==> src/rtl/operand_fetch.sv <==
// rtl/operand_fetch.sv - operand fetch stage: register read, writeback forwarding,
// pending-write scoreboard with RAW/WAW stall, and the execute pipeline register.
module operand_fetch #(
  parameter int addr_width_p = 6,
  parameter int op_width_p   = 8
) (
  input  logic                    clk,
  input  logic                    reset_n_i,

  input  logic                    dec_valid_i,
  output logic                    dec_ready_o,
  input  logic [op_width_p-1:0]   dec_op_i,
  input  logic [addr_width_p-1:0] dec_rs_addr_i,
  input  logic [addr_width_p-1:0] dec_rd_addr_i,
  input  logic                    dec_wen_i,

  output logic [addr_width_p-1:0] rf_rs_addr_o,
  output logic [addr_width_p-1:0] rf_rd_addr_o,
  input  logic [31:0]             rf_rs_val_i,
  input  logic [31:0]             rf_rd_val_i,

  input  logic                    wb_valid_i,
  input  logic [addr_width_p-1:0] wb_addr_i,
  input  logic [31:0]             wb_data_i,

  output logic                    ex_valid_o,
  input  logic                    ex_ready_i,
  output logic [op_width_p-1:0]   ex_op_o,
  output logic [31:0]             ex_rs_val_o,
  output logic [31:0]             ex_rd_val_o,
  output logic [addr_width_p-1:0] ex_rd_addr_o,
  output logic                    ex_wen_o,
  output logic [15:0]             stall_cnt_o
);

  localparam int num_regs_lp = 1 << addr_width_p;

  logic [num_regs_lp-1:0]  pending_r;
  logic [num_regs_lp-1:0]  pending_set;
  logic [num_regs_lp-1:0]  pending_clr;

  logic                    ex_valid_r;
  logic [op_width_p-1:0]   ex_op_r;
  logic [31:0]             ex_rs_val_r;
  logic [31:0]             ex_rd_val_r;
  logic [addr_width_p-1:0] ex_rd_addr_r;
  logic                    ex_wen_r;
  logic [15:0]             stall_cnt_r;

  logic                    fwd_rs;
  logic                    fwd_rd;
  logic                    hz_rs;
  logic                    hz_rd;
  logic                    hazard;
  logic                    slot_free;
  logic                    fire;
  logic [31:0]             rs_val;
  logic [31:0]             rd_val;

  assign rf_rs_addr_o = dec_rs_addr_i;
  assign rf_rd_addr_o = dec_rd_addr_i;

  // A writeback landing this cycle both supplies the operand and retires the
  // pending write, so it must not be treated as a hazard.
  assign fwd_rs = wb_valid_i & (wb_addr_i == dec_rs_addr_i);
  assign fwd_rd = wb_valid_i & (wb_addr_i == dec_rd_addr_i);
  assign rs_val = fwd_rs ? wb_data_i : rf_rs_val_i;
  assign rd_val = fwd_rd ? wb_data_i : rf_rd_val_i;

  assign hz_rs  = pending_r[dec_rs_addr_i] & ~fwd_rs;
  assign hz_rd  = pending_r[dec_rd_addr_i] & ~fwd_rd;
  assign hazard = dec_valid_i & (hz_rs | hz_rd);

  assign slot_free   = ~ex_valid_r | ex_ready_i;
  assign dec_ready_o = slot_free & ~(hz_rs | hz_rd);
  assign fire        = dec_valid_i & dec_ready_o;

  always_comb begin
    pending_set = '0;
    pending_clr = '0;
    if (fire && dec_wen_i) begin
      pending_set[dec_rd_addr_i] = 1'b1;
    end
    if (wb_valid_i) begin
      pending_clr[wb_addr_i] = 1'b1;
    end
  end

  // Set is OR-ed after the clear so a same-register issue/writeback keeps the bit.
  always_ff @(posedge clk) begin
    if (!reset_n_i) begin
      pending_r <= '0;
    end else begin
      pending_r <= (pending_r & ~pending_clr) | pending_set;
    end
  end

  always_ff @(posedge clk) begin
    if (!reset_n_i) begin
      ex_valid_r   <= 1'b0;
      ex_op_r      <= '0;
      ex_rs_val_r  <= '0;
      ex_rd_val_r  <= '0;
      ex_rd_addr_r <= '0;
      ex_wen_r     <= 1'b0;
    end else if (fire) begin
      ex_valid_r   <= 1'b1;
      ex_op_r      <= dec_op_i;
      ex_rs_val_r  <= rs_val;
      ex_rd_val_r  <= rd_val;
      ex_rd_addr_r <= dec_rd_addr_i;
      ex_wen_r     <= dec_wen_i;
    end else if (ex_ready_i) begin
      ex_valid_r   <= 1'b0;
    end
  end

  always_ff @(posedge clk) begin
    if (!reset_n_i) begin
      stall_cnt_r <= '0;
    end else if (hazard && (stall_cnt_r != 16'hFFFF)) begin
      stall_cnt_r <= stall_cnt_r + 16'd1;
    end
  end

  assign ex_valid_o   = ex_valid_r;
  assign ex_op_o      = ex_op_r;
  assign ex_rs_val_o  = ex_rs_val_r;
  assign ex_rd_val_o  = ex_rd_val_r;
  assign ex_rd_addr_o = ex_rd_addr_r;
  assign ex_wen_o     = ex_wen_r;
  assign stall_cnt_o  = stall_cnt_r;

endmodule
==> config.mk <==
export PLATFORM = sky130hd
export DESIGN_NAME = operand_fetch
export DESIGN_NICKNAME = d
export VERILOG_FILES = /design/src/rtl/operand_fetch.sv
export SDC_FILE = /design/constraint.sdc
export NUM_CORES = 1
export LEC_CHECK = 0
export ABC_AREA = 1
export CAP_MARGIN = 10
export CORE_MARGIN = 2
export CORE_UTILIZATION = 50
export DETAILED_ROUTE_END_ITERATION = 8
export PLACE_DENSITY = 0.82
export SLEW_MARGIN = 20
export SYNTH_ARGS = -nofsm -noshare
export SYNTH_HDL_FRONTEND = slang
export SYNTH_SLANG_ARGS = --single-unit
==> constraint.sdc <==
create_clock -name clk -period 2.5 [get_ports clk]
set_clock_uncertainty 0.2 [all_clocks]
set_input_delay 0.5 -clock clk [delete_from_list [all_inputs] [get_ports clk]]
set_output_delay 0.5 -clock clk [all_outputs]
set_load 0.01 [all_outputs]
==> metrics.md, run 1 <==
| Metric | Value |
|---|---|
| Setup slack after placement | -991 ps |
| Hold crit path type | flip-flop to flip-flop |
| Share of cells above drive strength 1 | 0.136 |
| Nets@finish | 1,870 |
| Gpl congestion | 1.00 |
| FF-to-FF Start | pending_r[21] |
| DRT antenna net count | 0 |
| Distinct cells, synth | 32 |
| I/O pin cnt | 237 |
| Number of remaining DRC errors | 0 |
| Initial DRC Count | 1,660 |
| ANT cells | 0 |
| Area grow syn2layout | 50.9% |
| Part of the Yosys area used for sequential elements | 0.356 |
| Row Count | 49 |
| Area share of the leading cell type in the synthesized netlist | 0.356 |
| Reg2Reg Capture Point | ex_rs_val_o[1] |
| Die W | 138 µm |
| Asr flop ratio synth | 0 |
| Synth area leaders | dfxtp_1 36%, nand2_1 16%, o21ai_0 11% |
| IO buf count | 236 |
| CP max FO | 9 |
| Top-count cell post-synth | nand2_1 |
| Crit start category | primary input |
| Arrival @ worst endpoint | 1950 ps |
| Final hold violations | 0 |
| Worst skew pair latency | 440 ps |
| DP HPWL | 23,000 µm |
| Initial core utilization | 0.505 |
| DR pass1 iterations | 7 |
| Vias per cell | 5.79 |
| Post-Syn Area | 9000 µm² |
| DP Area | 12,100 µm² |
| Post-CTS Hold Buffers | 0 |
| Area leader, netlist | dfxtp_1 |
| Die Height | 138 µm |
| CP Class | primary input to primary output |
| R2R depth | 17 |
| Hold Crit Depth | 2 |
| Finished Core Util | 0.761 |
| Cell count after synthesis | 1,446 |
| Fmax | 377 MHz |
| Number of synthesized flops with an enable pin | 0 |
| Synthesized area per cell | 6.23 µm² |
| First-pass GRT wire length | 55,000 µm |
| Synth warn | 0 |
| Tcrit/Tclk final | 1.06 |
| Design Area, Final | 13,600 µm² |
| Area of the core | 17,800 µm² |
| CP endpoint kind | primary output |
| Root buffer cell | clkbuf_16 |
| Leakage | 5.76 nW |
| DRT Wirelength | 37,400 µm |
| Synth cell count leaders | 383 x nand2_1, 235 x nor2_1, 202 x o21ai_0, 160 x dfxtp_1, 143 x nand3_1 |
| Violated checks | setup timing |
| Status | complete, but fails checks |
| CP Data Required Time | 1800 ps |
| Clk sinks | 160 |
| Pin count of the biggest net entering global routing | 83 |
| Cts bufs inserted | 17 |
| CTS tree | built |
| Clock Path Buffers | 2 |
| Routed wire per std cell | 18.9 µm |
| Minimum clock period | 2650 ps |
| Seq cells post-synth | 160 |
| Post-Syn Nets | 1,575 |
| Number of global-route vias before repair | 10,654 |
| MaxCap Viol Count | 0 |
| Worst Min Path Start | ex_wen_o |
| Max-slew violations | 0 |
| Internal reg-to-reg setup slack | 0 ps |
| Max-slew headroom | 0.585 |
| Total track usage | 0.354 |
| Min setup slack post-route | -150 ps |
| Initial antenna violation count | 0 |
| Vias | 11,490 |
| Final setup fails | 35 |
| Least-Margin Pin Slew | 623 ps |
| Most used DFF post-synth | dfxtp_1 |
| Cell Pwr Density | 535 nW/µm² |
| Clock transition at the registers of the reported paths | 60 ps |
| CTS HTree Levels | 4 |
| Unrepaired setup endpoints after global routing | true |
| Hold Path Sink | ex_wen_o |
| Die area | 19,100 µm² |
| Max rail drop VDD | 0.000497 V |
| Grt total ovfl | 0 |
[worst max path at each step]
stage | startpoint | endpoint | depth (start not counted)
floorplan | dec_rs_addr_i[1] | pending_r[32] | 17
global placement | dec_rd_addr_i[0] | dec_ready_o | 17
detailed placement | dec_rd_addr_i[0] | dec_ready_o | 17
CTS | dec_rd_addr_i[0] | dec_ready_o | 18
global route | dec_rd_addr_i[0] | dec_ready_o | 17
finish | dec_rd_addr_i[0] | dec_ready_o | 17
[logic make-up after synthesis]
family / count (synthesis) / synth area share
simple gates: 795 / 0.366
fa+ha+maj: 1 / 0.00139
buf+inv: 176 / 0.0935
compound gates: 299 / 0.168
xor+xnor: 15 / 0.0146
flops: 160 / 0.356
[sequential cells by signal (all words and copies together), names as in the netlist]
register / count
ex_rd_addr_o: 6
ex_wen_o: 1
ex_op_o: 8
stall_cnt_o: 16
ex_rs_val_o: 32
ex_rd_val_o: 32
ex_valid_o: 1
pending_r: 64
[power by group]
part	total, W	switching [W]	internal, W
clock	0.00283	0.00118	0.00164
sequential	0.00275	0.0000722	0.00268
combinational	0.00169	0.000852	0.000835
[layout by cell type, fill, tap and decap left out, types with 2 or more instances in the layout]
cell type          n
a21oi_1           82
a21oi_2            3
buf_12            26
buf_16             3
buf_2              3
buf_4             89
buf_6             12
buf_8              5
bufinv_16          3
clkbuf_16         26
clkbuf_8           2
clkdlybuf4s15_2    3
clkdlybuf4s50_1  217
clkinv_4           2
clkinvlp_4         5
dfxtp_1          159
dlygate4sd2_1      8
inv_1             63
inv_2              6
inv_6              4
inv_8              2
nand2_1          368
nand2_2           12
nand2_4            4
nand3_1          142
nand3_2           12
nand4_1            2
nor2_1           234
nor3_1             7
nor3_2             5
nor3_4             3
nor4_1             2
o21ai_0          176
o21ai_1           31
o22ai_1            4
xnor2_1            7
xor2_1             8
[through the flow]
stage	hold WS [ps]	total power (W)	std cells	TNS [ps]
floorplan	267	0.00341	1446	0
global placement	247	0.00417	1912	-100150
detailed placement	261	0.00419	1912	-102900
CTS	270	0.00704	1963	-96.4
global route	319	0.00745	1983	-12830
finish	264	0.00727	1983	-1050
[worst max-delay path, stage by stage]
cell and delay (ps):
buf_8 100, buf_12 140, buf_12 140, nand2_1 60, nand2_1 50, nand2_1 50
nand2_1 70, nand2_1 90, nand2_1 60, nand2_1 60, nand2_1 60, nor2_1 110
nand2_1 80, nand2_2 120, nand3_4 90, inv_2 60, buf_6 90
[metal layers]
metal,part of all wire,global-route usage,up-vias
li1,-,-,5275
met1,0.35,0.414,5187
met2,0.46,0.576,833
met3,0.13,0.124,195
met4,0.057,0.185,0
met5,0,0,-
[what timing repair did]
action,CTS,global route
gates cloned,6,13
pin swaps,17,38
resized for setup,74,72
buffers inserted,13,9
setup endpoints to repair,163,160
[layout make-up]
cell class | count | area (µm²)
tap | 229 | 287
clock buffer | 19 | 453
sequential | 160 | 3200
clock inverter | 13 | 175
multi-input combinational | 1110 | 5110
timing repair buffer | 378 | 4050
inverter | 74 | 297
fill | 1325 | 4260
No activity file was read; power rests on OpenSTA's default activity.
==> inputs of run 2 (changes only) <==
==> constraint.sdc (replaced) <==
create_clock -name clk -period 2.5 [get_ports clk]
set_clock_uncertainty 0.2 [all_clocks]
set_input_delay 0.375 -clock clk [delete_from_list [all_inputs] [get_ports clk]]
set_output_delay 0.375 -clock clk [all_outputs]
set_load 0.01 [all_outputs]
==> run 2 against run 1 <==
  * The flow now finishes without violations
  * Via count is 4.1% lower
  * Worst hold slack worse by 110 ps
  * Register-to-register slack better by 90 ps
  * Sequential power hardly changed
  * Flip-flop and latch count stayed put
  * Critical endpoint unchanged
  * Largest power group is now sequential cells
  * Highest routed layer unchanged
==> metrics.md, run 2 (synthesized netlist as in run 1, its figures left out) <==
| Metric | Value |
|---|---|
| Vias per cell | 5.66 (-2.4%) |
| Die Height | 138 µm (unchanged) |
| GR Layer Usage met2 | 0.551 (-0.0253) |
| Finished Core Util | 0.730 (-0.0311) |
| Multi-input logic area | 5160 µm² (+0.91%) |
| CTS HTree Levels | 4 (unchanged) |
| Met1 Track Usage GR | 0.408 (-0.00517) |
| Most flop-heavy register | pending_r |
| CP Class | primary input to primary output |
| Cell Pwr Density | 517 nW/µm² (-3.4%) |
| Switching share of power | 0.285 (-0.00536) |
| Met3 Resource Use GR | 0.101 (-0.0229) |
| Crit start category | primary input |
| DRT antenna net count | 0 (unchanged) |
| Unrepaired setup endpoints after global routing | true |
| Initial antenna violation count | 0 (unchanged) |
| CTS tree | built |
| Clock share of power | 0.372 (-0.017) |
| Top Usage Layer GRT | met2 |
| Total power | 0.00673 W (-7.3%) |
| Clock Path Buffers | 2 (unchanged) |
| Hold crit path type | primary input to flip-flop |
| DP HPWL | 22,600 µm (-1.9%) |
| Status | completed |
| Area grow syn2layout | 44.7% |
| Fillers | 1,410 (+6.4%) |
| Number of remaining DRC errors | 0 (unchanged) |
| Pin count of the biggest net entering global routing | 83 (unchanged) |
| Tcrit/Tclk final | 0.988 (-0.0725) |
| Area of the core | 17,800 µm² (unchanged) |
| Final setup fails | 0 (-100%) |
| Worst skew pair latency | 430 ps (about the same) |
| Number of global-route vias before repair | 10,097 (-5.2%) |
| Fmax | 405 MHz (+7.3%) |
| Final hold violations | 0 (unchanged) |
| Clk sinks | 160 (unchanged) |
| Gpl congestion | 1.01 (+0.82%) |
| Max-slew violations | 0 (unchanged) |
| DRT Wirelength | 34,000 µm (-9.2%) |
| Vias | 11,018 (-4.1%) |
| Clock transition at the registers of the reported paths | 70 ps (about the same) |
| MaxCap Viol Count | 0 (unchanged) |
| Grt total ovfl | 0 (unchanged) |
| Total track usage | 0.335 (-0.0197) |
| DR pass1 iterations | 7 (unchanged) |
| Max rail drop VDD | 0.000489 V (-1.7%) |
| Arrival @ worst endpoint | 1890 ps (-60 ps) |
| Root buffer cell | clkbuf_16 |
| CP max FO | 2 (-7) |
| Nets@finish | 1,835 (-1.9%) |
| Die W | 138 µm (unchanged) |
| Max FFs per register | 64 (unchanged) |
| ANT cells | 0 (unchanged) |
| IO buf count | 236 (unchanged) |
| Register area | 3260 µm² (+1.6%) |
| First-pass GRT wire length | 52,000 µm (-5.5%) |
| Die area | 19,100 µm² (unchanged) |
| Sequential Power Share | 0.407 (+0.028) |
| Row Count | 49 (unchanged) |
| Cts bufs inserted | 17 (unchanged) |
| Gate power share | 0.221 (-0.011) |
| Internal power | 0.00482 W (-6.6%) |
| Initial core utilization | 0.505 (unchanged) |
| Leakage | 5.49 nW (-4.7%) |
| Initial DRC Count | 1,526 (-8.1%) |
| Commonest non-fill, non-tap cells in the layout | 363 x nand2_1, 235 x nor2_1, 221 x clkdlybuf4s50_1 |
| Minimum clock period | 2470 ps (-181 ps) |
| Switching power total | 0.00192 W (-9.0%) |
| Max-slew headroom | 0.590 (+0.00534) |
| Share of cells above drive strength 1 | 0.141 (+0.00567) |
| R2R depth | 18 (+1) |
| CP Data Required Time | 1920 ps (+120 ps) |
| Routed wire per std cell | 17.4 µm (-7.5%) |
| Hold Crit Depth | 3 (+1) |
| Least-Margin Pin Slew | 615 ps (-8.00 ps) |
| CP endpoint kind | primary output |
| I/O pin cnt | 237 (unchanged) |
| Most common cell after layout, fill and taps aside | nand2_1 |
[run 2: layout make-up]
type                       count  share of cell area
inverter                      74              0.0219
clock inverter                 8             0.00615
sequential                   160               0.250
timing repair buffer         343               0.268
multi-input combinational   1110               0.396
tap                          229              0.0220
clock buffer                  24              0.0362
[run 2: critical path, stage by stage]
cell,delay [ps]
clkdlybuf4s50_1,500
buf_4,140
o21ai_0,110
a21oi_2,190
o2111ai_4,150
nand2_2,130
nand3_4,120
inv_2,80
buf_6,100
[run 2: power by group through the flow]
stage | registers (W) | logic [W] | clock network, W
after global routing | 0.00276 | 0.00159 | 0.00261
after global placement | 0.00279 | 0.00137 | 0
final | 0.00274 | 0.00149 | 0.00250
after detailed placement | 0.00279 | 0.00138 | 0
after CTS | 0.00274 | 0.00141 | 0.00251
after floorplan | 0.00285 | 0.000556 | 0
[run 2: metal layers]
metal	share of wire	wire, µm
met5	0	0
met2	0.46	15700
met3	0.12	4080
met1	0.38	12800
met4	0.042	1420
[run 2: repair_timing]
| action | CTS | global route |
|---|---|---|
| hold buffers | 0 | 0 |
| setup buffers | 2 | 4 |
| gates cloned | 2 | 5 |
| gates resized for setup | 32 | 105 |
| pin swaps | 2 | 37 |
| setup endpoints to repair | 145 | 118 |
[run 2: path summary, 6_finish.rpt]
kind	startpoint	end	slack, ps
setup / recovery	wb_addr_i[5]	dec_ready_o	30
hold / removal	reset_n_i	ex_rd_val_o[21]	160
setup reg to reg	pending_r[15]	stall_cnt_o[12]	90
hold reg to reg	pending_r[4]	pending_r[4]	290
[run 2: metrics by stage]
step           instance area, µm²  setup slack, ps  std cells  hold slack, ps  TNS [ps]
2_1_floorplan                9000              233       1446             267         0
3_3_place_gp                12000             -735       1903             254    -75070
3_5_place_dp                12000             -750       1903             262    -77540
4_1_cts                     12700            0.718       1939             149         0
5_1_grt                     13000            -77.4       1948             162      -292
6_report                    13000             31.1       1948             159         0
